### config.mk
export PLATFORM = sky130hd
export DESIGN_NAME = imem_loader
export DESIGN_NICKNAME = d
export VERILOG_FILES = /design/src/rtl/imem_pkg.sv /design/src/rtl/imem_loader_packer.sv /design/src/rtl/imem_loader.sv
export SDC_FILE = /design/constraint.sdc
export NUM_CORES = 1
export LEC_CHECK = 0
export BUFFER_PORTS_ARGS = -buffer_cell sky130_fd_sc_hd__buf_2
export CAP_MARGIN = 30
export CORE_ASPECT_RATIO = 1.1
export CORE_MARGIN = 2
export CORE_UTILIZATION = 40
export DETAILED_ROUTE_END_ITERATION = 16
export HOLD_SLACK_MARGIN = 0.02
export PLACE_DENSITY_LB_ADDON = 0.1
export SYNTH_ARGS = -nofsm -noshare
export SYNTH_HDL_FRONTEND = slang
export SYNTH_SLANG_ARGS = --single-unit
### constraint.sdc
create_clock -name clk -period 2.1 [get_ports clk]
set_input_delay 0.21 -clock clk [delete_from_list [all_inputs] [get_ports clk]]
set_output_delay 0.21 -clock clk [all_outputs]
set_load 0.02 [all_outputs]
### src/rtl/imem_pkg.sv
// imem_pkg: shared definitions for the instruction-memory loader.
//   IMEM_ADDR_W / IMEM_DATA_W : instruction memory geometry (256 x 16).
//   IDLE..CSUM                : loader FSM state encoding.
//   is_rx_state()             : states in which the loader accepts a byte.
// Optional feature macro: IMEM_LOADER_CHECKSUM_EN (adds the CSUM receive state).
package imem_pkg;

  localparam int IMEM_ADDR_W = 8;
  localparam int IMEM_DATA_W = 16;

  localparam logic [2:0] IDLE = 3'd0;
  localparam logic [2:0] LEN  = 3'd1;
  localparam logic [2:0] HI   = 3'd2;
  localparam logic [2:0] LO   = 3'd3;
  localparam logic [2:0] WR   = 3'd4;
  localparam logic [2:0] DONE = 3'd5;
  localparam logic [2:0] CSUM = 3'd6;

  function automatic logic is_rx_state(input logic [2:0] s);
`ifdef IMEM_LOADER_CHECKSUM_EN
    return (s == LEN) || (s == HI) || (s == LO) || (s == CSUM);
`else
    return (s == LEN) || (s == HI) || (s == LO);
`endif
  endfunction

endpackage

### src/rtl/imem_loader_packer.sv
// imem_byte_packer: pairs two stream bytes into one 16-bit instruction.
//   clk, rst_n  : clock, asynchronous active-low reset
//   hi_load     : latch in_byte as instruction[15:8]
//   lo_load     : in_byte is instruction[7:0]; word is presented next cycle
//   in_byte     : stream byte
//   word        : last completed instruction (holds between completions)
//   word_valid  : one-cycle pulse, the cycle after lo_load
module imem_byte_packer (
  input  logic        clk,
  input  logic        rst_n,
  input  logic        hi_load,
  input  logic        lo_load,
  input  logic [7:0]  in_byte,
  output logic [15:0] word,
  output logic        word_valid
);

  logic [7:0] hi_q;

  always_ff @(posedge clk or negedge rst_n) begin
    if (!rst_n) begin
      hi_q       <= '0;
      word       <= '0;
      word_valid <= 1'b0;
    end else begin
      word_valid <= lo_load;
      if (hi_load) hi_q <= in_byte;
      if (lo_load) word <= {hi_q, in_byte};
    end
  end

endmodule

### src/rtl/imem_loader.sv
// imem_loader: loads a program byte stream into the 256x16 instruction memory.
// Stream format: LEN byte (word count, 0 means 256), then hi/lo byte pairs,
// then (with IMEM_LOADER_CHECKSUM_EN) one XOR checksum byte over LEN + data.
//   clk, rst_n      : clock, asynchronous active-low reset
//   start           : session start pulse (honoured only in IDLE or DONE)
//   in_data/in_valid/in_ready : byte stream input
//   mem_we/mem_addr/mem_wdata : instruction memory write port
//   cpu_hold        : CPU stall while a session is in progress
//   busy            : session in progress
//   done            : sticky, last session completed
//   err             : sticky, last session checksum mismatch (0 without feature)
//   dbg_state       : current FSM state, for observation only
// Handshake: a byte moves on a rising edge where in_valid && in_ready; in_ready
// is registered from the next state, so it never depends on in_valid and a
// producer may hold in_valid high indefinitely.
module imem_loader
  import imem_pkg::*;
#(
  parameter int ADDR_W = IMEM_ADDR_W,
  parameter int DATA_W = IMEM_DATA_W
) (
  input  logic              clk,
  input  logic              rst_n,
  input  logic              start,
  input  logic [7:0]        in_data,
  input  logic              in_valid,
  output logic              in_ready,
  output logic              mem_we,
  output logic [ADDR_W-1:0] mem_addr,
  output logic [DATA_W-1:0] mem_wdata,
  output logic              cpu_hold,
  output logic              busy,
  output logic              done,
  output logic              err,
  output logic [2:0]        dbg_state
);

  logic [2:0]        state;
  logic [2:0]        next_state;
  logic [8:0]        cnt;       // 9 bits so a LEN of 0 can stand for 256 words
  logic [ADDR_W-1:0] idx;
  logic              acc;
  logic              start_ok;
  logic              next_busy;

  assign acc       = in_valid & in_ready;
  assign start_ok  = start && ((state == IDLE) || (state == DONE));
  assign next_busy = !((next_state == IDLE) || (next_state == DONE));
  assign dbg_state = state;

  always_comb begin
    next_state = state;
    case (state)
      IDLE, DONE: if (start) next_state = LEN;
      LEN:        if (acc) next_state = HI;
      HI:         if (acc) next_state = LO;
      LO:         if (acc) next_state = WR;
      WR: begin
        if (cnt == 9'd1) begin
`ifdef IMEM_LOADER_CHECKSUM_EN
          next_state = CSUM;
`else
          next_state = DONE;
`endif
        end else begin
          next_state = HI;
        end
      end
      CSUM:       if (acc) next_state = DONE;
      default:    next_state = IDLE;
    endcase
  end

  // Status outputs are registered from next_state so they line up with state.
  always_ff @(posedge clk or negedge rst_n) begin
    if (!rst_n) begin
      state    <= IDLE;
      in_ready <= 1'b0;
      busy     <= 1'b0;
      cpu_hold <= 1'b0;
      done     <= 1'b0;
      cnt      <= '0;
      idx      <= '0;
      mem_addr <= '0;
    end else begin
      state    <= next_state;
      in_ready <= is_rx_state(next_state);
      busy     <= next_busy;
      cpu_hold <= next_busy;
      done     <= (next_state == DONE);
      if (state == LEN && acc) begin
        cnt <= (in_data == 8'd0) ? 9'd256 : {1'b0, in_data};
        idx <= '0;
      end
      if (state == LO && acc) mem_addr <= idx;
      if (state == WR) begin
        cnt <= cnt - 9'd1;
        idx <= idx + 1'b1;
      end
    end
  end

  logic [15:0] packed_word;

  imem_byte_packer u_packer (
    .clk        (clk),
    .rst_n      (rst_n),
    .hi_load    (state == HI && acc),
    .lo_load    (state == LO && acc),
    .in_byte    (in_data),
    .word       (packed_word),
    .word_valid (mem_we)
  );

  assign mem_wdata = packed_word;

`ifdef IMEM_LOADER_CHECKSUM_EN
  logic [7:0] csum;

  always_ff @(posedge clk or negedge rst_n) begin
    if (!rst_n) begin
      csum <= '0;
      err  <= 1'b0;
    end else begin
      if (start_ok) err <= 1'b0;
      if (state == LEN && acc)
        csum <= in_data;
      else if ((state == HI || state == LO) && acc)
        csum <= csum ^ in_data;
      if (state == CSUM && acc) err <= (in_data != csum);
    end
  end
`else
  logic unused_start_ok;
  assign unused_start_ok = start_ok;
  assign err = 1'b0;
`endif

endmodule

== Yosys cells after proc, flatten, opt, wreduce, memory -nomap -nowiden ==
Index checks and enable logic that the tools add are counted.
Widths: inputs -> output; s select.

* Multiply operators: 0
* Muxes and demuxes: 12
* Eq/ne operators: 11
* Shifts and indexed selects: 0
* Bitwise operators: 1
* $lt $le $gt $ge: 0
* Add/sub/neg operators: 2
* Reductions and logical operators: 12
* Divide/modulo/power cells: 0

{| class="wikitable"
|+ Operators with widths
! kind !! number
|-
| $mux 9 || 3
|-
| $mux 3 || 6
|-
| $pmux 3 s6 || 1
|-
| $mux 8 || 2
|-
| $eq 3x2->1 const B || 4
|-
| $eq 3x3->1 const B || 4
|-
| $eq 9x1->1 const B || 1
|-
| $sub 9x1->9 const B || 1
|-
| $add 8x1->8 const B || 1
|-
| $logic_not 8->1 || 1
|-
| $eq 3x1->1 const B || 2
|-
| $logic_not 3->1 || 2
|-
| $logic_and 1x1->1 || 3
|-
| $logic_or 1x1->1 || 3
|-
| $reduce_bool 2->1 || 1
|-
| $reduce_or 2->1 || 1
|-
| $and 1x1->1 || 1
|-
| $logic_not 1->1 || 1
|}

* Bits in writable memories: 0
* Output and inout bits: 33
* Memory bits (read-only): 0
* Memories kept: 0
* Bits in latches: 0
* Register bits: 56

== Depth between registers and ports, before layout ==
Gate-level depths: netlist (run 1).

* Word-level depth: 6
* Gate-level depth with buffers: 6
* Mapped depth without buffers: 6

== Cells and area by module ==
A second synthesis (run 1) with hierarchy kept.

* Cells, all modules: 216
* Area, all modules: 2,586.2 um2

{| class="wikitable"
|+ Modules (own cells, without submodules)
! module !! instances !! area an instance (um2) !! cells an instance
|-
| imem_loader || 1 || 1,616.6 || 164
|-
| imem_byte_packer || 1 || 969.7 || 52
|}

== Least setup slack after synthesis (run 1) ==
OpenSTA, ideal clock, no wires.

* Path type: register to register
* From: register state[1] (netlist: dbg_state[1])
* To: register cnt[7]
* Library setup time: 0.135 ns
* Period minus slack after synthesis: 1.861 ns
* Path buffers: 1
* Stages on the path, launching flop included: 6
* Path slack: 0.239 ns
* Arrival: 1.726 ns
* Required time: 1.965 ns
* Cell sequence: dfrtp_1 -> or3b_1 -> buf_2 -> or4_4 -> o211ai_2 -> o311ai_1

* Cells in the longest elaborated chain, start to end: 3

{| class="wikitable"
|+ Ends and longest elaborated chain
! item !! RTL line !! RTL
|-
| start: declaration || imem_loader.sv:38 || <nowiki>logic [2:0] state;</nowiki>
|-
| start signal: assignment || imem_loader.sv:86 || <nowiki>state <= next_state;</nowiki>
|-
| $eq 3x1->1 || imem_loader.sv:91 || <nowiki>if (state == LEN && acc) begin</nowiki>
|-
| $logic_and 1x1->1 || imem_loader.sv:91 ||
|-
| $reduce_bool 2->1 (no source line) || -- ||
|-
| end signal: assignment || imem_loader.sv:92 || <nowiki>cnt <= (in_data == 8'd0) ? 9'd256 : {1'b0, in_data};</nowiki>
|-
| end signal: assignment || imem_loader.sv:97 || <nowiki>cnt <= cnt - 9'd1;</nowiki>
|-
| end: declaration || imem_loader.sv:40 || <nowiki>logic [8:0] cnt;</nowiki>
|}

Parallel ways exist; a longest one is shown, timed or not.
A chain may end at the register's enable or synchronous reset.

== Final worst setup path (run 1) ==
* From: register cnt[0]
* To: register cnt[6]

* Cells in the longest elaborated chain, start to end: 2

{| class="wikitable"
|+ Ends and longest elaborated chain
! item !! RTL line !! RTL
|-
| $sub 9x1->9 || imem_loader.sv:97 ||
|-
| $mux 9 || imem_loader.sv:96 || <nowiki>if (state == WR) begin</nowiki>
|}

No other way between the ends.

==> metrics.txt, run 1 <==
status=finished clean; Worst path max stage delay=~0.48 ns; Starting Density=41.1%; largest net degree at the start of global routing=35; 1st-pass router iterations=4; n_diodes=0; CTS H-tree lvls=2; DR iter-0 viols=90; worst hold start=in_data[7]; ratio of cells with drive above 1 in the final layout=a little under two fifths; grt ovf=0; drt wl/cell=14.4 µm; Worst-path clk slew=0.09 ns; top cell type's share of synthesized area=a little under three fifths; CP Capture Type=flop; final WL=4980 µm; DRC=0; Max Buffers Root-to-Sink=2; start point of the critical path=cnt[0]$_DFFE_PN0P_; vias per cell=5.27; Worst Skew=0.00331 ns; CTS tree=yes; Power, Total=4.28 mW; first-pass GRT wire length=approximately 8300 µm; core area=6120 µm²; normalized max-slew margin=63.8%; top cells by area, synth=dfrtp_1 56%, mux2_2 14%, o21ai_0 2.8%; CP max stage cell=or3b_2; clk sink count=56; Final nets=281; Top Family by Delay on Critical Path=simple AND/OR/NAND/NOR gates; Tightest Pin Transition=~0.54 ns; min-delay worst type=primary input to flop; Startpoint Class=flop; unrepaired setup endpoints after global routing=false; Synthesized Nets=231; Power Dens Cells=1450 nW/µm²; # fillers=566; Mapped Cells=between 200 and 250; Post-Syn Area=2520 µm²; f_max=approximately 0.52 GHz; Post-Syn Area per Cell=11.7 µm²; initial antenna violation count=0; commonest non-fill, non-tap cell in the layout=dfrtp_1; vias in the first global route=~1700; final hold vios=0; r2r startpoint=cnt[0]$_DFFE_PN0P_; Final Setup Violations=0; Routed Antenna Nets=0; Die Wd=79.6 µm; Netlist cell types=43; crit-path cells=inv_1 > ha_1 > or3b_2 > or4_1 > nand3_1 > o211ai_1; Worst EP required=2.28 ns; Max IR drop VDD=629 µV; num ports=45; Total Routing Usage GR=15.6%; critical path type=flop to flop; fin crit share=between 90% and 100%; cts bufs inserted=5; Final Util=48.3%; Port-buffer cells=43; Final GP Congestion=0.765; synth warn=0; register area share after synthesis=55.7%; CP bufs+invs=1; # rows=30; number of synthesized register bits=56; Post-synth EDFFs=0; DP HPWL=3500 µm; most frequent cells in the layout=56 x dfrtp_1, 43 x buf_2, 32 x mux2_2; die height=87.2 µm; CTS resizes=0; P&R area growth vs syn=17.5%; Data arrival, critical path=about 2.1 ns; asr flop ratio synth=100%; Crit Path Max Fanout=6; Total Neg Setup Slack=0 ns; P_leak=1.39 nW; CTS root buffer=clkbuf_8; worst skew pair latency=around 0.3 ns; die area=6950 µm²; Main synth FF type=dfrtp_1; vias after detailed routing=roughly 1800; cell taking the most area after synthesis=dfrtp_1; MaxCap Viol Count=0; min Tclk post-route=1.94 ns; max-slew violation count=0
[Yosys cell counts, types with 4 or more instances]
cell type  number
nor4_1          4
mux2_2         32
nand2_1        17
and3_1          5
buf_2           4
clkbuf_1        6
nor2_1         10
o21ai_0        14
dfrtp_1        56
o211ai_1        4
inv_1           6
nand3_1         7
a21oi_1         9
[cells by family (layout without fill, tap and decap cells)]
group	after synthesis	after routing	synth area share [%]
fa+ha+maj	3	3	1.49
other cells	1	1	0.149
xor+xnor	1	1	0.348
mux	32	32	14.3
compound gates	45	45	12.2
flops	56	56	55.7
buf+inv	18	68	3.18
simple gates	60	60	12.7
[where the power goes]
part | leakage (nW) | internal [mW] | switching, mW
Clock | 0.0410 | 0.228 | 0.321
Combinational | 0.657 | 0.831 | 1.02
Sequential | 0.691 | 1.57 | 0.313
Total | 1.39 | 2.62 | 1.66
[what timing repair did]
action | in CTS | in global routing
endpoints found under the setup margin | 0 | 0
hold buffers | 1 | 0
endpoints found under the hold margin | 22 | 0
buffers inserted | 0 | 0
[area by class of cell]
type	count	area (µm²)	area share, %
clock inverter	1	5.00	0.169
sequential	56	1400	47.4
clock buffer	6	72.6	2.45
multi-input combinational	142	1040	35.0
tap	80	100	3.38
inverter	6	22.5	0.761
timing repair buffer	55	320	10.8
[routing by layer]
metal,GRT usage (%),wire [µm]
met1,20.6,2320
met4,5.64,30
met2,25.2,2410
met5,0,0
met3,3.73,219
[worst reg2reg max path: stages, from the launching register on]
cell and delay [ns]:
dfrtp_1 0.44, inv_1 0.08, ha_1 0.20, or3b_2 0.48, or4_1 0.43, nand3_1 0.10
o211ai_1 0.10
[sequential cells by signal, indices dropped and copies added, names as in the netlist]
register and flops:
busy 1, cnt 9, dbg_state 3, done 1
idx 8, in_ready 1, mem_addr 8, u_packer.hi_q 8
u_packer.word 16, u_packer.word_valid 1
[final timing paths]
check	endpoint	slack, ns	cells after the start
worst max-delay path	cnt[6]$_DFFE_PN0P_	0.16	6
worst min-delay path	cnt[7]$_DFFE_PN0P_	0.19	3
worst max register to register	cnt[6]$_DFFE_PN0P_	0.16	6
worst min register to register	idx[7]$_DFFE_PN0P_	0.50	1
max in group asynchronous	cnt[4]$_DFFE_PN0P_	1.12	3
min in group asynchronous	mem_addr[5]$_DFFE_PN0P_	0.42	2
[metrics by stage]
step	setup slack, ns	std cells	cell area [µm²]	hold WS [ns]
after floorplan	0.239	216	2520	-0.0856
after global placement	0.219	338	2870	0.233
after detailed placement	0.178	338	2870	0.229
after CTS	0.161	346	2960	0.177
after global routing	0.0197	346	2960	0.178
final	0.163	346	2960	0.186
No activity file was read; power rests on OpenSTA's default activity.
==> run 2: changes to the inputs <==
--- a/config.mk
+++ b/config.mk
@@ -8,8 +8,8 @@
 export BUFFER_PORTS_ARGS = -buffer_cell sky130_fd_sc_hd__buf_2
 export CAP_MARGIN = 30
 export CORE_ASPECT_RATIO = 1.1
-export CORE_MARGIN = 2
 export CORE_UTILIZATION = 40
+export CTS_BUF_LIST = sky130_fd_sc_hd__clkbuf_2
 export DETAILED_ROUTE_END_ITERATION = 16
 export HOLD_SLACK_MARGIN = 0.02
 export PLACE_DENSITY_LB_ADDON = 0.1
==> constraint.sdc (replaced) <==
create_clock -name clk -period 1.8 [get_ports clk]
set_input_delay 0.18 -clock clk [delete_from_list [all_inputs] [get_ports clk]]
set_output_delay 0.18 -clock clk [all_outputs]
set_load 0.02 [all_outputs]
==> run 2 against run 1 <==
- the run now ends with setup timing left
- fmax grew 5.3%
- total power increased by 21%
- hold slack lost 0.12 ns
- critical endpoint is now cnt[7]$_DFFE_PN0P_
- clock skew is 0.027 ns higher
- flip-flop and latch count unchanged
- utilization rose by 5.2 points
==> metrics.txt, run 2 (synthesized netlist as in run 1, its figures left out) <==
status=complete, but fails checks (was finished clean); violated checks=setup timing; most frequent cells in the layout=53 x dfrtp_1, 43 x buf_2, 32 x mux2_2 (was 56 x dfrtp_1, 43 x buf_2, 32 x mux2_2); Worst Skew=0.0304 ns (was 0.00331 ns); Port-buffer cells=43 (unchanged); first-pass GRT wire length=8710 µm (was 8330 µm); met1 Track Usage GR=22.9% (was 20.6%); Starting Density=42.6% (was 41.1%); # rows=29 (was 30); Worst-path clk slew=0.31 ns (was 0.09 ns); CP Capture Type=flop (unchanged); critical path type=flop to flop (unchanged); worst skew pair latency=0.48 ns (was 0.30 ns); initial antenna violation count=0 (unchanged); ratio of cells with drive above 1 in the final layout=43.6% (was 37.6%); clk sink count=56 (unchanged); Power, Total=5.17 mW (was 4.28 mW); CTS tree=yes (unchanged); Max IR drop VDD=788 µV (was 629 µV); r2r startpoint=cnt[3]$_DFFE_PN0P_ (was cnt[0]$_DFFE_PN0P_); unrepaired setup endpoints after global routing=true (was false); Max Buffers Root-to-Sink=2 (unchanged); f_max=0.543 GHz (was 0.516 GHz); DP HPWL=3720 µm (was 3500 µm); CTS H-tree lvls=2 (unchanged); n_diodes=0 (unchanged); num ports=45 (unchanged); Final GP Congestion=0.792 (was 0.765); Crit Path Max Fanout=3 (was 6); finished layout cell area=3170 µm² (was 2960 µm²); final hold vios=0 (unchanged); core area=5910 µm² (was 6120 µm²); Startpoint Class=flop (unchanged); die area=6620 µm² (was 6950 µm²); placed cell areas=2980 µm² (was 2870 µm²); R2R setup slack=-0.04 ns (was 0.16 ns); Top reg by flops=u_packer.word (unchanged); Data arrival, critical path=2.22 ns (was 2.12 ns); min Tclk post-route=1.84 ns (was 1.94 ns); Worst EP required=2.18 ns (was 2.28 ns); vias in the first global route=1787 (was 1735); P&R area growth vs syn=25.9% (was 17.5%); Crit Reg-Reg Endpoint=cnt[7]$_DFFE_PN0P_ (was cnt[6]$_DFFE_PN0P_); number of flip-flops in the largest register=16 (unchanged); Die Wd=77.6 µm (was 79.6 µm); met3 GRT Util=3.98% (was 3.73%); drt wl/cell=14.3 µm (was 14.4 µm); DRC=0 (unchanged); reg2reg path depth=4 (was 6); Final Setup Violations=2 (was 0); grt met2 use=27.6% (was 25.2%); min-delay worst type=primary input to flop (unchanged); worst setup slack after layout=-0.0401 ns (was 0.163 ns); Final nets=305 (was 281); largest net degree at the start of global routing=37 (was 35); grt ovf=0 (unchanged); vias after detailed routing=1924 (was 1822); Routed Antenna Nets=0 (unchanged); Power Dens Cells=1630 nW/µm² (was 1450 nW/µm²); commonest non-fill, non-tap cell in the layout=dfrtp_1 (unchanged); most used routing layer=met2 (unchanged); fin crit share=102% (was 92.3%); MaxCap Viol Count=0 (unchanged); vias per cell=5.23 (was 5.27); # fillers=532 (was 566); CTS root buffer=clkbuf_2 (was clkbuf_8); Critical Path End=cnt[7]$_DFFE_PN0P_ (was cnt[6]$_DFFE_PN0P_); DR iter-0 viols=117 (was 90); max-slew violation count=0 (unchanged); start point of the critical path=cnt[3]$_DFFE_PN0P_ (was cnt[0]$_DFFE_PN0P_); P_leak=1.49 nW (was 1.39 nW); 1st-pass router iterations=4 (unchanged); Largest regs=u_packer.word x16, cnt x9 (unchanged); Total Routing Usage GR=17.0% (was 15.6%); die height=85.2 µm (was 87.2 µm); final WL=5250 µm (was 4980 µm); cts bufs inserted=5 (unchanged)
[run 2: changes by cell type in the layout (fill, tap and decap cells not counted), moves of 2 or more]
cell,before,now
buf_4,10,25
dfrtp_2,0,3
clkbuf_8,5,0
dfrtp_1,56,53
inv_1,6,4
or4_4,1,3
or4_1,2,0
clkbuf_2,0,5
inv_2,0,2
dlygate4sd3_1,1,10
[run 2: how the worst min path moves through the flow]
stage	start	endpoint	cells past startpoint	slack, ns
2_1_floorplan	rst_n	busy$_DFF_PN0_	0	-0.12
3_3_place_gp	rst_n	mem_addr[5]$_DFFE_PN0P_	1	0.04
3_5_place_dp	rst_n	mem_addr[5]$_DFFE_PN0P_	1	0.04
4_1_cts	rst_n	mem_addr[5]$_DFFE_PN0P_	2	0.03
5_1_grt	start	dbg_state[0]$_DFF_PN0_	3	0.04
6_report	start	done$_DFF_PN0_	3	0.07
[run 2: stage by stage]
| stage | TNS [ns] | hold WS [ns] | util, % | worst slack (ns) | std cells |
|---|---|---|---|---|---|
| floorplan | -0.00490 | -0.116 | - | -0.00490 | 216 |
| global placement | -0.0107 | 0.0445 | 50.3 | -0.0107 | 348 |
| detailed placement | -0.0534 | 0.0449 | 50.3 | -0.0407 | 348 |
| CTS | -0.125 | 0.0325 | 52.9 | -0.0874 | 366 |
| global route | -0.171 | 0.0397 | 53.6 | -0.0883 | 368 |
| finish | -0.0636 | 0.0655 | 53.6 | -0.0401 | 368 |
[run 2: what timing repair did]
action,CTS,global route
setup buffers,1,1
hold buffers,9,1
resized for setup,2,4
endpoints found under the setup margin,2,4
hold endpoints to repair,78,6
pin swaps,4,5
[run 2: worst max-delay path, stage by stage (launching register included)]
cell and delay (ns):
dfrtp_1 0.45, or4_4 0.53, or4_4 0.51, o211ai_2 0.15
o311ai_1 0.10
[run 2: layout make-up]
class | instances | area, µm² | share of cell area [%]
Clock buffer | 5 | 25.0 | 0.790
Clock inverter | 3 | 27.5 | 0.869
Inverter | 6 | 22.5 | 0.711
Multi-Input combinational cell | 142 | 1070 | 33.8
Sequential cell | 56 | 1410 | 44.3
Tap cell | 77 | 96.3 | 3.04
Timing Repair Buffer | 79 | 523 | 16.5
[run 2: metal layers]
metal  up-vias  wire length (µm)  share of wire [%]
li1        942                 -                  -
met1       937              2490                 48
met2        39              2510                 48
met3         6               197                3.8
met4         0                45               0.86
met5         -                 0                  0
[run 2: where the power goes]
group	total, mW	internal (mW)	switching, mW
sequential	2.19	1.82	0.361
combinational	2.45	1.16	1.29
clock	0.527	0.109	0.418
==> run 3: changes to the inputs <==
--- a/config.mk
+++ b/config.mk
@@ -8,6 +8,7 @@
 export BUFFER_PORTS_ARGS = -buffer_cell sky130_fd_sc_hd__buf_2
 export CAP_MARGIN = 30
 export CORE_ASPECT_RATIO = 1.1
+export CORE_MARGIN = 2
 export CORE_UTILIZATION = 40
 export CTS_BUF_LIST = sky130_fd_sc_hd__clkbuf_2
 export DETAILED_ROUTE_END_ITERATION = 16
==> run 3 against run 2 <==
- die area increased by 5.0%
- combinational power is essentially flat
- wire length up 1.7%
- critical path type unchanged
- the run now ends clean
- largest cell class unchanged
==> metrics.txt, run 3 (synthesized netlist as in run 1, its figures left out) <==
commonest non-fill, non-tap cell in the layout=dfrtp_1 (unchanged); MaxCap Viol Count=0 (unchanged); vias in the first global route=1799 (was 1787); Max Buffers Root-to-Sink=2 (unchanged); worst hold start=start (unchanged); DP HPWL=3640 µm (was 3720 µm); Port-buffer cells=43 (unchanged); number of flip-flops in the largest register=16 (unchanged); final hold vios=0 (unchanged); critical path type=flop to flop (unchanged); first-pass GRT wire length=8710 µm (unchanged); CP Capture Type=flop (unchanged); core area=6120 µm² (was 5910 µm²); r2r startpoint=cnt[1]$_DFFE_PN0P_ (was cnt[3]$_DFFE_PN0P_); worst setup slack after layout=0.0193 ns (was -0.0401 ns); initial antenna violation count=0 (unchanged); most frequent cells in the layout=52 x dfrtp_1, 43 x buf_2, 32 x mux2_2 (was 53 x dfrtp_1, 43 x buf_2, 32 x mux2_2); Worst EP required=2.19 ns (was 2.18 ns); pre-CTS setup slack=-0.0280 ns (was -0.0407 ns); Power, Total=5.12 mW (was 5.17 mW); placed cell areas=2970 µm² (was 2980 µm²); fin crit share=98.9% (was 102%); vias per cell=5.15 (was 5.23); ratio of cells with drive above 1 in the final layout=43.4% (was 43.6%); R2R setup slack=0.02 ns (was -0.04 ns); unrepaired setup endpoints after global routing=true (unchanged); n_diodes=0 (unchanged); Worst-path clk slew=0.28 ns (was 0.31 ns); Crit Reg-Reg Endpoint=cnt[7]$_DFFE_PN0P_ (unchanged); reg2reg path depth=4 (unchanged); num ports=45 (unchanged); Final nets=302 (was 305); finished layout cell area=3130 µm² (was 3170 µm²); Final Util=51.2% (was 53.6%); Crit Path Max Fanout=3 (unchanged); Starting Density=41.1% (was 42.6%); min Tclk post-route=1.78 ns (was 1.84 ns); largest net degree at the start of global routing=57 (was 37); CTS tree=yes (unchanged); die area=6950 µm² (was 6620 µm²); P_leak=1.48 nW (was 1.49 nW); vias after detailed routing=1895 (was 1924); drt wl/cell=14.5 µm (was 14.3 µm); Worst Skew=0.0159 ns (was 0.0304 ns); P&R area growth vs syn=24.5% (was 25.9%); Final GP Congestion=0.790 (was 0.792); clk sink count=56 (unchanged); Hold EP=busy$_DFF_PN0_ (was done$_DFF_PN0_); f_max=0.562 GHz (was 0.543 GHz); worst skew pair latency=0.47 ns (was 0.48 ns); grt ovf=0 (unchanged); # rows=30 (was 29); Die Wd=79.6 µm (was 77.6 µm); Largest regs=u_packer.word x16, cnt x9 (unchanged); Total Routing Usage GR=16.2% (was 17.0%); DRC=0 (unchanged); 1st-pass router iterations=4 (unchanged); Max IR drop VDD=809 µV (was 788 µV); die height=87.2 µm (was 85.2 µm); Top reg by flops=u_packer.word (unchanged); DR iter-0 viols=78 (was 117); hold path depth=3 (unchanged); Final Setup Violations=0 (was 2); status=finished clean (was complete, but fails checks); cts bufs inserted=5 (unchanged); max-slew violation count=0 (unchanged); Startpoint Class=flop (unchanged); Data arrival, critical path=2.17 ns (was 2.22 ns); Power Dens Cells=1630 nW/µm² (about the same); CTS H-tree lvls=2 (unchanged); Routed Antenna Nets=0 (unchanged); final WL=5340 µm (was 5250 µm); CTS root buffer=clkbuf_2 (unchanged); min-delay worst type=primary input to flop (unchanged); Total Neg Setup Slack=0 ns (was -0.0636 ns)
## run 3: cell types whose count changed in the layout (fill, tap and decap cells not counted), sizes merged
cell         change
clkinv           +1
dlygate4sd3      -1
clkinvlp         -1
buf              -2
## run 3: layout make-up
type	count	area, µm²
Timing Repair Buffer	76	498
Clock buffer	5	25.0
Inverter	6	22.5
Tap cell	80	100
Sequential cell	56	1410
Clock inverter	3	17.5
Multi-Input combinational cell	142	1060
Fill cell	551	2990
## run 3: where the power goes
part	internal (mW)	leakage (nW)	total (mW)	switching, mW
clock network	0.0952	0.0308	0.502	0.407
registers	1.83	0.687	2.19	0.367
logic	1.15	0.760	2.42	1.28
total	3.07	1.48	5.12	2.05
## run 3: worst max-delay path, cell delays in order (launching register included)
cell	delay, ns
dfrtp_1	0.47
or4_1	0.52
or4_4	0.45
o211ai_2	0.17
o311ai_1	0.10
## run 3: stage by stage
| stage | std cells | hold WS, ns |
|---|---|---|
| 2_1_floorplan | 216 | -0.116 |
| 3_5_place_dp | 349 | 0.206 |
| 4_1_cts | 368 | 0.0360 |
| 6_report | 368 | 0.0519 |
| 5_1_grt | 368 | 0.0486 |
| 3_3_place_gp | 349 | 0.206 |
## run 3: per-layer routing
metal	track usage (%)	part of all wire [%]	vias up
li1	-	-	934
met1	22.0	48	916
met2	26.0	47	39
met3	3.94	3.8	6
met4	4.23	1.1	0
met5	0	0	-
## run 3: worst max path at each step
stage	start	endpoint	slack (ns)	cells after the start
5_1_grt	cnt[2]$_DFFE_PN0P_	cnt[7]$_DFFE_PN0P_	-0.02	4
3_3_place_gp	cnt[1]$_DFFE_PN0P_	cnt[7]$_DFFE_PN0P_	-0.01	4
4_1_cts	cnt[1]$_DFFE_PN0P_	cnt[7]$_DFFE_PN0P_	0.002	4
3_5_place_dp	cnt[1]$_DFFE_PN0P_	cnt[7]$_DFFE_PN0P_	-0.03	4
2_1_floorplan	dbg_state[1]$_DFF_PN0_	cnt[7]$_DFFE_PN0P_	-0.005	5
6_report	cnt[1]$_DFFE_PN0P_	cnt[7]$_DFFE_PN0P_	0.02	4
## run 3: timing repair
action / 4_1_cts / 5_1_grt
setup endpoints to repair: 3 / 3
setup buffers: 2 / 0
gates resized for setup: 4 / 3
hold buffers: 9 / 0
endpoints found under the hold margin: 77 / 0
pin swaps: 2 / 1
